===== src/rtl/icache_assoc_pkg.sv =====
// Shared types and address-split helpers for the set-associative instruction cache.
// Address layout, low to high: byte offset [1:0], word-in-block offset,
// set index, then tag.
package icache_assoc_pkg;

    typedef logic [31:0] word_t;

    typedef enum logic {
        IDLE = 1'b0,
        FILL = 1'b1
    } icache_state_t;

    localparam int unsigned BYTE_BITS = 2;

    // Word offset within a block (always 0 for one-word blocks)
    function automatic word_t addr_word_off(input word_t a, input int unsigned bw);
        return (a >> BYTE_BITS) & word_t'(bw - 1);
    endfunction

    // Set index field
    function automatic word_t addr_index(input word_t a, input int unsigned sets,
                                         input int unsigned bw);
        return (a >> (BYTE_BITS + $clog2(bw))) & word_t'(sets - 1);
    endfunction

    // Tag field: everything above the index
    function automatic word_t addr_tag(input word_t a, input int unsigned sets,
                                       input int unsigned bw);
        return a >> (BYTE_BITS + $clog2(bw) + $clog2(sets));
    endfunction

    // Block base address: byte and word offsets zeroed
    function automatic word_t block_base(input word_t a, input int unsigned bw);
        return a & ~word_t'(bw * 4 - 1);
    endfunction

endpackage


===== src/rtl/icache_assoc_if.sv =====
// Fetch-side and memory-side signals of the instruction cache.
// slave: the cache itself; master: the datapath/memory environment driving it.
interface icache_assoc_if;
    import icache_assoc_pkg::*;

    logic  imemREN;
    word_t imemaddr;
    word_t imemload;
    logic  ihit;
    logic  iflush;
    logic  iREN;
    word_t iaddr;
    word_t iload;
    logic  iwait;

    modport slave (
        input  imemREN, imemaddr, iflush, iload, iwait,
        output imemload, ihit, iREN, iaddr
    );

    modport master (
        output imemREN, imemaddr, iflush, iload, iwait,
        input  imemload, ihit, iREN, iaddr
    );
endinterface


===== src/rtl/icache_way.sv =====
// One way of the instruction cache: valid bits, tag array and block data.
// Lookup is combinational; writes land on the rising edge. Only the valid
// bits are reset or flushed; tags and data keep stale contents.
module icache_way
    import icache_assoc_pkg::*;
#(
    parameter int SETS        = 8,
    parameter int BLOCK_WORDS = 2,
    parameter int IDX_W       = 3,
    parameter int OFF_W       = 1,
    parameter int TAG_W       = 26
) (
    input  logic             CLK,
    input  logic             RST,
    input  logic [IDX_W-1:0] rd_idx,
    input  logic [OFF_W-1:0] rd_off,
    input  logic [TAG_W-1:0] rd_tag,
    output logic             hit,
    output logic             valid,
    output word_t            rd_word,
    input  logic             wr_word_en,
    input  logic [IDX_W-1:0] wr_idx,
    input  logic [OFF_W-1:0] wr_off,
    input  word_t            wr_word,
    input  logic             wr_tag_en,
    input  logic [TAG_W-1:0] wr_tag,
    input  logic             flush
);

    localparam int DEPTH  = SETS * BLOCK_WORDS;
    localparam int ADDR_W = (DEPTH > 1) ? $clog2(DEPTH) : 1;

    logic [SETS-1:0]  valid_reg;
    logic [TAG_W-1:0] tag_mem  [SETS];
    word_t            data_mem [DEPTH];

    // Flat data slot for a (set, word) pair
    function automatic logic [ADDR_W-1:0] slot(input logic [IDX_W-1:0] idx,
                                               input logic [OFF_W-1:0] off);
        return ADDR_W'(int'(idx) * BLOCK_WORDS + int'(off));
    endfunction

    assign valid   = valid_reg[rd_idx];
    assign hit     = valid && (tag_mem[rd_idx] == rd_tag);
    assign rd_word = data_mem[slot(rd_idx, rd_off)];

    // Valid bits: cleared by reset or flush, set when a block's last word lands
    always_ff @(posedge CLK) begin
        if (RST) begin
            valid_reg <= '0;
        end else if (flush) begin
            valid_reg <= '0;
        end else if (wr_tag_en) begin
            valid_reg[wr_idx] <= 1'b1;
        end
    end

    // Tag and data storage, never reset
    always_ff @(posedge CLK) begin
        if (wr_tag_en) begin
            tag_mem[wr_idx] <= wr_tag;
        end
        if (wr_word_en) begin
            data_mem[slot(wr_idx, wr_off)] <= wr_word;
        end
    end

endmodule


===== src/rtl/icache_assoc.sv =====
// Set-associative instruction cache (1 or 2 ways, LRU, multi-word burst refill,
// whole-cache flush). Optional hit/miss counters are enabled by defining
// ICACHE_STATS_EN, which adds the hit_count/miss_count outputs.
module icache_assoc
    import icache_assoc_pkg::*;
#(
    parameter int WAYS        = 2,
    parameter int SETS        = 8,
    parameter int BLOCK_WORDS = 2
) (
    input  logic CLK,
    input  logic RST,
    icache_assoc_if.slave bus
`ifdef ICACHE_STATS_EN
    ,
    output logic [31:0] hit_count,
    output logic [31:0] miss_count
`endif
);

    localparam int OFF_W = $clog2(BLOCK_WORDS);
    localparam int IDX_W = $clog2(SETS);
    localparam int TAG_W = 32 - int'(BYTE_BITS) - OFF_W - IDX_W;
    localparam int CNT_W = (BLOCK_WORDS > 1) ? OFF_W : 1;

    icache_state_t    state_reg;
    logic [CNT_W-1:0] cnt_reg;
    word_t            base_reg;
    logic             victim_reg;
    logic             iren_reg;
    word_t            iaddr_reg;

    logic [IDX_W-1:0] req_idx, fill_idx;
    logic [CNT_W-1:0] req_off;
    logic [TAG_W-1:0] req_tag, fill_tag;
    logic [WAYS-1:0]  way_hit, way_valid, way_wr_word, way_wr_tag;
    word_t            way_word [WAYS];
    logic             lookup_hit, miss_start, hit_way, lru_victim, victim_next;
    logic             fill_fire, fill_last;

    assign req_idx  = IDX_W'(addr_index(bus.imemaddr, SETS, BLOCK_WORDS));
    assign req_off  = CNT_W'(addr_word_off(bus.imemaddr, BLOCK_WORDS));
    assign req_tag  = TAG_W'(addr_tag(bus.imemaddr, SETS, BLOCK_WORDS));
    assign fill_idx = IDX_W'(addr_index(base_reg, SETS, BLOCK_WORDS));
    assign fill_tag = TAG_W'(addr_tag(base_reg, SETS, BLOCK_WORDS));

    // Flush and reset both suppress the lookup for the current cycle
    assign lookup_hit = (state_reg == IDLE) && bus.imemREN && !bus.iflush && !RST && (|way_hit);
    assign miss_start = (state_reg == IDLE) && bus.imemREN && !bus.iflush && !RST && !(|way_hit);
    assign hit_way    = (WAYS == 2) ? way_hit[WAYS-1] : 1'b0;

    assign fill_fire = (state_reg == FILL) && !bus.iwait && !bus.iflush && !RST;
    assign fill_last = fill_fire && (cnt_reg == CNT_W'(BLOCK_WORDS - 1));

    assign bus.ihit     = lookup_hit;
    assign bus.imemload = !lookup_hit ? '0 : (hit_way ? way_word[WAYS-1] : way_word[0]);
    assign bus.iREN     = iren_reg;
    assign bus.iaddr    = iaddr_reg;

    // Victim choice: lowest invalid way first, otherwise the LRU way
    always_comb begin
        victim_next = 1'b0;
        if (WAYS == 2) begin
            if (!way_valid[0]) begin
                victim_next = 1'b0;
            end else if (!way_valid[WAYS-1]) begin
                victim_next = 1'b1;
            end else begin
                victim_next = lru_victim;
            end
        end
    end

    genvar gi;
    generate
        for (gi = 0; gi < WAYS; gi++) begin : g_way
            assign way_wr_word[gi] = fill_fire && (victim_reg == 1'(gi));
            assign way_wr_tag[gi]  = fill_last && (victim_reg == 1'(gi));

            icache_way #(
                .SETS        (SETS),
                .BLOCK_WORDS (BLOCK_WORDS),
                .IDX_W       (IDX_W),
                .OFF_W       (CNT_W),
                .TAG_W       (TAG_W)
            ) u_way (
                .CLK        (CLK),
                .RST        (RST),
                .rd_idx     (req_idx),
                .rd_off     (req_off),
                .rd_tag     (req_tag),
                .hit        (way_hit[gi]),
                .valid      (way_valid[gi]),
                .rd_word    (way_word[gi]),
                .wr_word_en (way_wr_word[gi]),
                .wr_idx     (fill_idx),
                .wr_off     (cnt_reg),
                .wr_word    (bus.iload),
                .wr_tag_en  (way_wr_tag[gi]),
                .wr_tag     (fill_tag),
                .flush      (bus.iflush)
            );
        end

        if (WAYS == 2) begin : g_lru
            logic [SETS-1:0] lru_reg;

            assign lru_victim = lru_reg[req_idx];

            // LRU bit points at the way to evict next: the one not just used
            always_ff @(posedge CLK) begin
                if (RST) begin
                    lru_reg <= '0;
                end else if (lookup_hit) begin
                    lru_reg[req_idx] <= ~hit_way;
                end else if (fill_last) begin
                    lru_reg[fill_idx] <= ~victim_reg;
                end
            end
        end else begin : g_no_lru
            assign lru_victim = 1'b0;
        end
    endgenerate

    // Miss/refill FSM with registered memory request and address
    always_ff @(posedge CLK) begin
        if (RST) begin
            state_reg  <= IDLE;
            cnt_reg    <= '0;
            base_reg   <= '0;
            victim_reg <= 1'b0;
            iren_reg   <= 1'b0;
            iaddr_reg  <= '0;
        end else if (bus.iflush) begin
            state_reg <= IDLE;
            cnt_reg   <= '0;
            iren_reg  <= 1'b0;
            iaddr_reg <= '0;
        end else begin
            case (state_reg)
                IDLE: begin
                    if (miss_start) begin
                        state_reg  <= FILL;
                        cnt_reg    <= '0;
                        base_reg   <= block_base(bus.imemaddr, BLOCK_WORDS);
                        victim_reg <= victim_next;
                        iren_reg   <= 1'b1;
                        iaddr_reg  <= block_base(bus.imemaddr, BLOCK_WORDS);
                    end
                end
                FILL: begin
                    if (!bus.iwait) begin
                        if (cnt_reg == CNT_W'(BLOCK_WORDS - 1)) begin
                            state_reg <= IDLE;
                            cnt_reg   <= '0;
                            iren_reg  <= 1'b0;
                            iaddr_reg <= '0;
                        end else begin
                            cnt_reg   <= cnt_reg + 1'b1;
                            iaddr_reg <= iaddr_reg + 32'd4;
                        end
                    end
                end
                default: begin
                    state_reg <= IDLE;
                end
            endcase
        end
    end

`ifdef ICACHE_STATS_EN
    logic [31:0] hit_count_reg, miss_count_reg;

    assign hit_count  = hit_count_reg;
    assign miss_count = miss_count_reg;

    // Saturating hit/miss counters; flush does not clear them
    always_ff @(posedge CLK) begin
        if (RST) begin
            hit_count_reg  <= '0;
            miss_count_reg <= '0;
        end else begin
            if (lookup_hit && (hit_count_reg != 32'hFFFF_FFFF)) begin
                hit_count_reg <= hit_count_reg + 32'd1;
            end
            if (miss_start && (miss_count_reg != 32'hFFFF_FFFF)) begin
                miss_count_reg <= miss_count_reg + 32'd1;
            end
        end
    end
`endif

endmodule


===== src/flat_wrapper.sv =====
// flat-port wrapper written by rule: the top's interface ports become plain ports
module icache_assoc_flat import icache_assoc_pkg::*;
#(
    parameter int WAYS        = 2,
    parameter int SETS        = 8,
    parameter int BLOCK_WORDS = 2
)
  (CLK, RST, bus_imemREN, bus_imemaddr, bus_iflush, bus_iload, bus_iwait, bus_imemload, bus_ihit, bus_iREN, bus_iaddr);
  icache_assoc_if bus_i ();
  input  logic CLK;
  input  logic RST;
  input wire logic [$bits(bus_i.imemREN)-1:0] bus_imemREN;
  input wire logic [$bits(bus_i.imemaddr)-1:0] bus_imemaddr;
  input wire logic [$bits(bus_i.iflush)-1:0] bus_iflush;
  input wire logic [$bits(bus_i.iload)-1:0] bus_iload;
  input wire logic [$bits(bus_i.iwait)-1:0] bus_iwait;
  output wire logic [$bits(bus_i.imemload)-1:0] bus_imemload;
  output wire logic [$bits(bus_i.ihit)-1:0] bus_ihit;
  output wire logic [$bits(bus_i.iREN)-1:0] bus_iREN;
  output wire logic [$bits(bus_i.iaddr)-1:0] bus_iaddr;
  assign bus_i.imemREN = bus_imemREN;
  assign bus_i.imemaddr = bus_imemaddr;
  assign bus_i.iflush = bus_iflush;
  assign bus_i.iload = bus_iload;
  assign bus_i.iwait = bus_iwait;
  assign bus_imemload = bus_i.imemload;
  assign bus_ihit = bus_i.ihit;
  assign bus_iREN = bus_i.iREN;
  assign bus_iaddr = bus_i.iaddr;
  icache_assoc #(.WAYS(WAYS), .SETS(SETS), .BLOCK_WORDS(BLOCK_WORDS)) u_core (.CLK(CLK), .RST(RST), .bus(bus_i));
endmodule

===== config.mk =====
export PLATFORM = sky130hd
export DESIGN_NAME = icache_assoc_flat
export DESIGN_NICKNAME = d
export VERILOG_FILES = /design/src/rtl/icache_assoc_pkg.sv /design/src/rtl/icache_assoc_if.sv /design/src/rtl/icache_way.sv /design/src/rtl/icache_assoc.sv /design/src/flat_wrapper.sv
export SDC_FILE = /design/constraint.sdc
export NUM_CORES = 2
export LEC_CHECK = 0
export ABC_CLOCK_PERIOD_IN_PS = 4100
export CORE_ASPECT_RATIO = 0.5
export CORE_MARGIN = 2
export CORE_UTILIZATION = 50
export CTS_CLUSTER_DIAMETER = 30
export DETAILED_ROUTE_END_ITERATION = 10
export DONT_BUFFER_PORTS = 1
export GPL_TIMING_DRIVEN = 0
export PLACE_DENSITY = 0.7
export SYNTH_ARGS = -nofsm -noshare
export SYNTH_HDL_FRONTEND = slang
export SYNTH_SLANG_ARGS = --single-unit

===== constraint.sdc =====
create_clock -name CLK -period 4.1 [get_ports CLK]
set_input_delay 0.615 -clock CLK [delete_from_list [all_inputs] [get_ports CLK]]
set_output_delay 0.615 -clock CLK [all_outputs]
set_load 0.05 [all_outputs]

Word-level counts from Yosys, hierarchy flattened
Memories as Yosys holds them, arrays and structs flattened.
Index checks and enable logic that the tools add are counted.
Storage, ports and cells
  flip-flop bits (word level): 89
  bits in writable memories: 1440
  output and inout bits: 66
  logic and storage cells: 101
  memories: 4
Memory list
  u_core.g_way[0].u_way.data_mem: depth 16, bits a word 32, read ports 1, clocked after Yosys merged registers in 0, wr ports 1, line icache_way.sv:35  | word_t data_mem [DEPTH];
  u_core.g_way[1].u_way.data_mem: depth 16, bits a word 32, read ports 1, clocked after Yosys merged registers in 0, wr ports 1, line icache_way.sv:35
  u_core.g_way[0].u_way.tag_mem: depth 8, bits a word 26, read ports 1, clocked after Yosys merged registers in 0, wr ports 1, line icache_way.sv:34  | logic [TAG_W-1:0] tag_mem [SETS];
  u_core.g_way[1].u_way.tag_mem: depth 8, bits a word 26, read ports 1, clocked after Yosys merged registers in 0, wr ports 1, line icache_way.sv:34
Operators by class
  add/sub/neg operators: 4
  $lt $le $gt $ge: 4
  eq/ne operators: 5
  multiplexer cells: 42
  bitwise logic cells: 6
  reductions and logical operators: 27
Operator list (number)
  $mux W32: 5
  $pmux W32 S2: 1
  $eq A26 B26 Y1: 2
  $add A32 B3 Y32 const B: 1
  $mux W1: 24
  $logic_and A1 B1 Y1: 17
  $bwmux W8: 2
  $mux W8: 2
  $or A8 B8 Y8: 2
  $bmux W1 S3: 3
  $add A4 B1 Y4: 2
  $lt A3 B4 Y1 const B: 2
  $demux W1 S3: 2
  $ge A3 B1 Y1 const B: 2
  $pmux W1 S2: 3
  $reduce_and A3 Y1: 2
  $logic_not A1 Y1: 4
  $ne A2 B2 Y1 const B: 2
  $not A1 Y1: 4
  $reduce_or A2 Y1: 2
  $ne A2 B1 Y1 const B: 1
  $reduce_and A2 Y1: 1
  $reduce_bool A2 Y1: 1
  $add A1 B1 Y1 const B: 1

Longest topological paths before layout
  depth in word-level cells: 8
  depth in mapped cells: 17

By module
From an unflattened synthesis, not the netlist that was laid out.
Unflattened totals
  cells, all modules: 2806
  area, all modules: 59683.5 µm²
Modules (own cells, without submodules)
  icache_way (u_core.g_way[1].u_way): instances 1, cells an instance 1120, area an instance 27726.6 µm²
  icache_way (u_core.g_way[0].u_way): instances 1, cells an instance 1120, area an instance 27725.3 µm²
  icache_assoc: instances 1, cells an instance 566, area an instance 4231.6 µm²

Least setup slack after synthesis
Ideal clock, no wire load.
  path kind: in2out
  start point: in bus_imemaddr[4]
  end point: out bus_imemload[21]
  arrival time: 4047 ps
  slack: -562 ps
  cell stages on the path: 15
  cell sequence: buf_6 -> buf_4 -> buf_4 -> buf_2 -> buf_2 -> mux4_2 -> mux2i_1 -> xnor2_1 -> inv_1 -> nand4_1 -> or4_1 -> nor3_1 -> o21ai_2 -> clkbuf_1 -> a21oi_1
Between the ends
  cells in the longest elaborated chain, start to end: 6
  elaborated cells on any way between the ends: 17
Ends and longest elaborated chain
  from (decl): line flat_wrapper.sv:13  | input wire logic [$bits(bus_i.imemaddr)-1:0] bus_imemaddr;
  parallel branches: the longest is 5 deep, another holds $mem_v2 Z16 W32
  $mux W32 (*): line icache_assoc.sv:56  | assign bus.imemload = !lookup_hit ? '0 : (hit_way ? way_word[WAYS-1] : way_word[0]);
  to (decl): line flat_wrapper.sv:17  | output wire logic [$bits(bus_i.imemload)-1:0] bus_imemload;
Mark *: on every way between the ends. The select of a mux whose other input is x is not followed.

Final worst setup path
  start point: mem u_core.g_way[0].u_way.tag_mem[6][25]
  end point: out bus_imemload[24]
Between the ends
  cells in the longest elaborated chain, start to end: 6
Ends and longest elaborated chain
  from (decl): line icache_way.sv:34
  $mem_v2 Z8 W26
  $eq A26 B26 Y1: line icache_way.sv:44  | assign hit = valid && (tag_mem[rd_idx] == rd_tag);
  $logic_and A1 B1 Y1: line icache_way.sv:44
  $reduce_or A2 Y1: line icache_assoc.sv:48  | assign lookup_hit = (state_reg == IDLE) && bus.imemREN && !bus.iflush && !RST && (|way_hit);
  $logic_and A1 B1 Y1: line icache_assoc.sv:48
  $mux W32: line icache_assoc.sv:56
Every way passes these cells.

==> reports/metrics.yaml <==
outcome:
  status: "complete, but fails checks"
  violations: "DRC, setup timing"
detailed_routing:
  vias: 35300
  ant_nets: 0
  drt-met1-wl_um: 68800
  wire_per_inst_um: 34.8
  first_pass_iters: 9
  drt_iter0_drc: 5987
  wl_met3_um: 24000
  drt_wl_total_um: 184000
  met2WireLength_um: 83300
  dr.max_layer_used: "met4"
  routed_via_density: 6.66
  drc: 2
synthesis:
  ys_top_cells_by_count: "edfxtp_1 (1,440), mux2i_1 (367), mux4_2 (195), nor2_1 (150), a22oi_1 (125)"
  syn_avg_cell_area_um2: 18.5
  synth_top_family_by_area: "multiplexers"
  synth.top_cell.area_share_pct: 71.9
  yosysSeqAreaShare_pct: 74.8
  synth-compound-area-share_pct: 5.10
  synthTopCellsByArea: "edfxtp_1 (72%), mux4_2 (7.3%), mux2i_1 (6.1%), dfxtp_1 (2.9%), a22oi_1 (1.6%)"
  synth_cells: 3252
  ys_ff_latch: 1527
  synth-edff-count: 1440
  synth_most_common_cell: "edfxtp_1"
  synth_xor_area_share_pct: 0.626
  muxShareOfSynthArea_pct: 14.4
  synth_adder_area_share_pct: 0.0208
  ys_warn_count: 0
  async_flop_share_pct: 0
  synth_area_um2: 60200
  synth_top_flop_cell: "edfxtp_1"
  yosys.area_share.simple_pct: 3.43
  synth_cell_types: 74
  yosys.area.top_type: "edfxtp_1"
setup_path:
  start_kind: "flip-flop"
  critPathTopFamily: "simple AND/OR/NAND/NOR gates"
  critical_path_arrival_ns: 4.26
  crit_fanout: 10
  worst_setup_path_end_kind: "primary output"
  critPathKind: "flip-flop to primary output"
  crit_chain: "mux4_2 > mux2i_4 > xnor2_4 > or4_1 > or4_4 > nor3_4 > o21ai_4 > buf_12 > clkbuf_16 > a21oi_4"
  critPathSlowestCell: "mux4_2"
  critPathRequiredTime_ns: 3.48
  path_buf_inv: 2
  max_stage_delay_ns: 0.53
pwr:
  powerDensity_nw_per_um2: 478
  leakagePower_nw: 24.1
  ir_worst_vdd_mv: 0.450
layout:
  fin_cells: 5304
  drive_gt1_share_pct: 23.4
  final_nets: 3633
  synthToLayoutAreaGrowth_pct: 18.3
  largest_reg_flops: 1024
  finish.utilization_pct: 60.0
place:
  place_inst: 4923
  gp_congestion: 0.911
  place_ws_ns: -2.23
  post-dp-hpwl_um: 117000
  port_buffers: 0
global_route:
  overflow: 0
  grtUsageTotal_pct: 29.7
  grt_pass1_wl_um: 256000
  grt_max_degree: 33
  antenna_found_initial: 5
  grt_pass1_vias: 33800
sta:
  setup-tns-final_ns: -23.19
  worstMarginPinSlew_ns: 1.23
  hold_viol: 0
  slew_viol_final: 0
  fmax_ghz: 0.205
  rsz0062_at_grt: "yes"
  finalCritPeriodShare_pct: 119
  post-route-min-period_ns: 4.88
  relSlewSlack_pct: 17.9
  worst_slack_ns: -0.775
  setup_viol: 33
  clock_skew_ns: 0.0365
run:
  maxCapViolations: 0
cts:
  clkSinkCount: 1527
  tritoncts: "done"
  cts_buffer_depth: 3
  path_clk_slew_ns: 0.06
  ctsRootBufferMaster: "clkbuf_16"
  cts_buffers: 166
  clk_latency_ns: 0.81
  htree_levels: 4
floorplan:
  start_util_pct: 50.7
  die_y_um: 249
  die_x_um: 495
  core_area_um2: 119000
  io_pins: 135
  dieArea_um2: 123000
  num_rows: 89
min_path:
  min_path_type: "primary input to flip-flop"
## area by class of cell
class / count / area [um2]
Clock inverter: 117 / 1210
Sequential cell: 1527 / 45000
Timing Repair Buffer: 148 / 2040
Tap cell: 1592 / 1990
Multi-Input combinational cell: 1509 / 15100
Inverter: 28 / 109
Clock buffer: 193 / 4390
Buffer: 183 / 1320
Fill cell: 8331 / 47400
Antenna cell: 7 / 17.5
## routing by layer
layer  global-route usage, %  vias up
li1                        -    13900
met1                    41.6    18300
met5                       0        -
met2                    44.8     2729
met3                    7.11      460
met4                    12.4        0
## placed cells by master (no fill, tap or decap), types with 19 or more instances in the layout
cell type,count
a21oi_1,39
inv_1,26
mux2i_1,357
mux4_2,195
nand4_1,28
buf_12,37
nand2_1,89
nand3_1,26
dlygate4sd3_1,57
nor3_1,29
o22ai_1,28
buf_6,48
inv_6,20
clkinv_2,19
buf_2,21
clkinvlp_4,19
nor2_4,34
buf_4,30
nor2_1,113
xnor2_1,26
a221oi_1,23
edfxtp_1,1440
mux2_2,50
clkbuf_1,77
a22oi_1,125
dfxtp_1,87
clkbuf_16,175
a21oi_4,33
clkbuf_2,22
o211ai_1,22
## per-stage QoR
step,hold WS [ns],area (um2),power (W)
after detailed placement,0.453,64300,0.0188
after global placement,0.439,62600,0.0187
after global routing,0.0976,71200,0.0347
after CTS,0.0133,71000,0.0340
after floorplan,0.427,60600,0.0183
final,0.0530,71200,0.0340
## kinds of logic after synthesis
family	Yosys count
AO/OA/AOI/OAI	416
XOR/XNOR	43
adder cells (fa/ha/maj)	1
buffers and inverters	217
flip-flops	1527
multiplexers	616
other	1
AND/OR/NAND/NOR	431
## power breakdown
group          leakage [nW]  switching [W]  internal (W)
Combinational          7.07        0.00102      0.000586
Clock                  2.70        0.00658       0.00869
Sequential             14.3      0.0000774        0.0170
Total                  24.1        0.00768        0.0263
## final timing paths
kind | startpoint | to | slack (ns) | depth (start not counted)
worst max-delay path | u_core.g_way[0].u_way.tag_mem[6][25] | bus_imemload[24] | -0.78 | 10
worst max register to register | u_core.bus.iaddr[13] | u_core.bus.iaddr[30] | 0.19 | 8
worst min-delay path | bus_imemaddr[7] | u_core.bus.iaddr[7] | 0.05 | 2
worst min register to register | u_core.g_way[0].u_way.valid_reg[6] | u_core.g_way[0].u_way.valid_reg[6] | 0.47 | 1
## worst register-to-register path, stage by stage (launching register included)
cell,delay [ns]
dfxtp_1,0.96
and3_1,0.34
or3b_2,0.49
nor3_1,0.88
and4_1,0.38
nand4_1,0.13
xnor2_1,0.18
a221oi_1,0.32
a211oi_1,0.08
## repair_timing
| item | 4_1_cts | 5_1_grt |
|---|---|---|
| setup endpoints to repair | 33 | 33 |
| gates resized for setup | 148 | 56 |
| buffers inserted | 6 | 3 |
| pin swaps | 11 | 12 |
| hold endpoints to repair | 1052 | 0 |
| hold buffers | 58 | 0 |
| cloned | 3 | 0 |
Power figures use the tool's default switching activity.
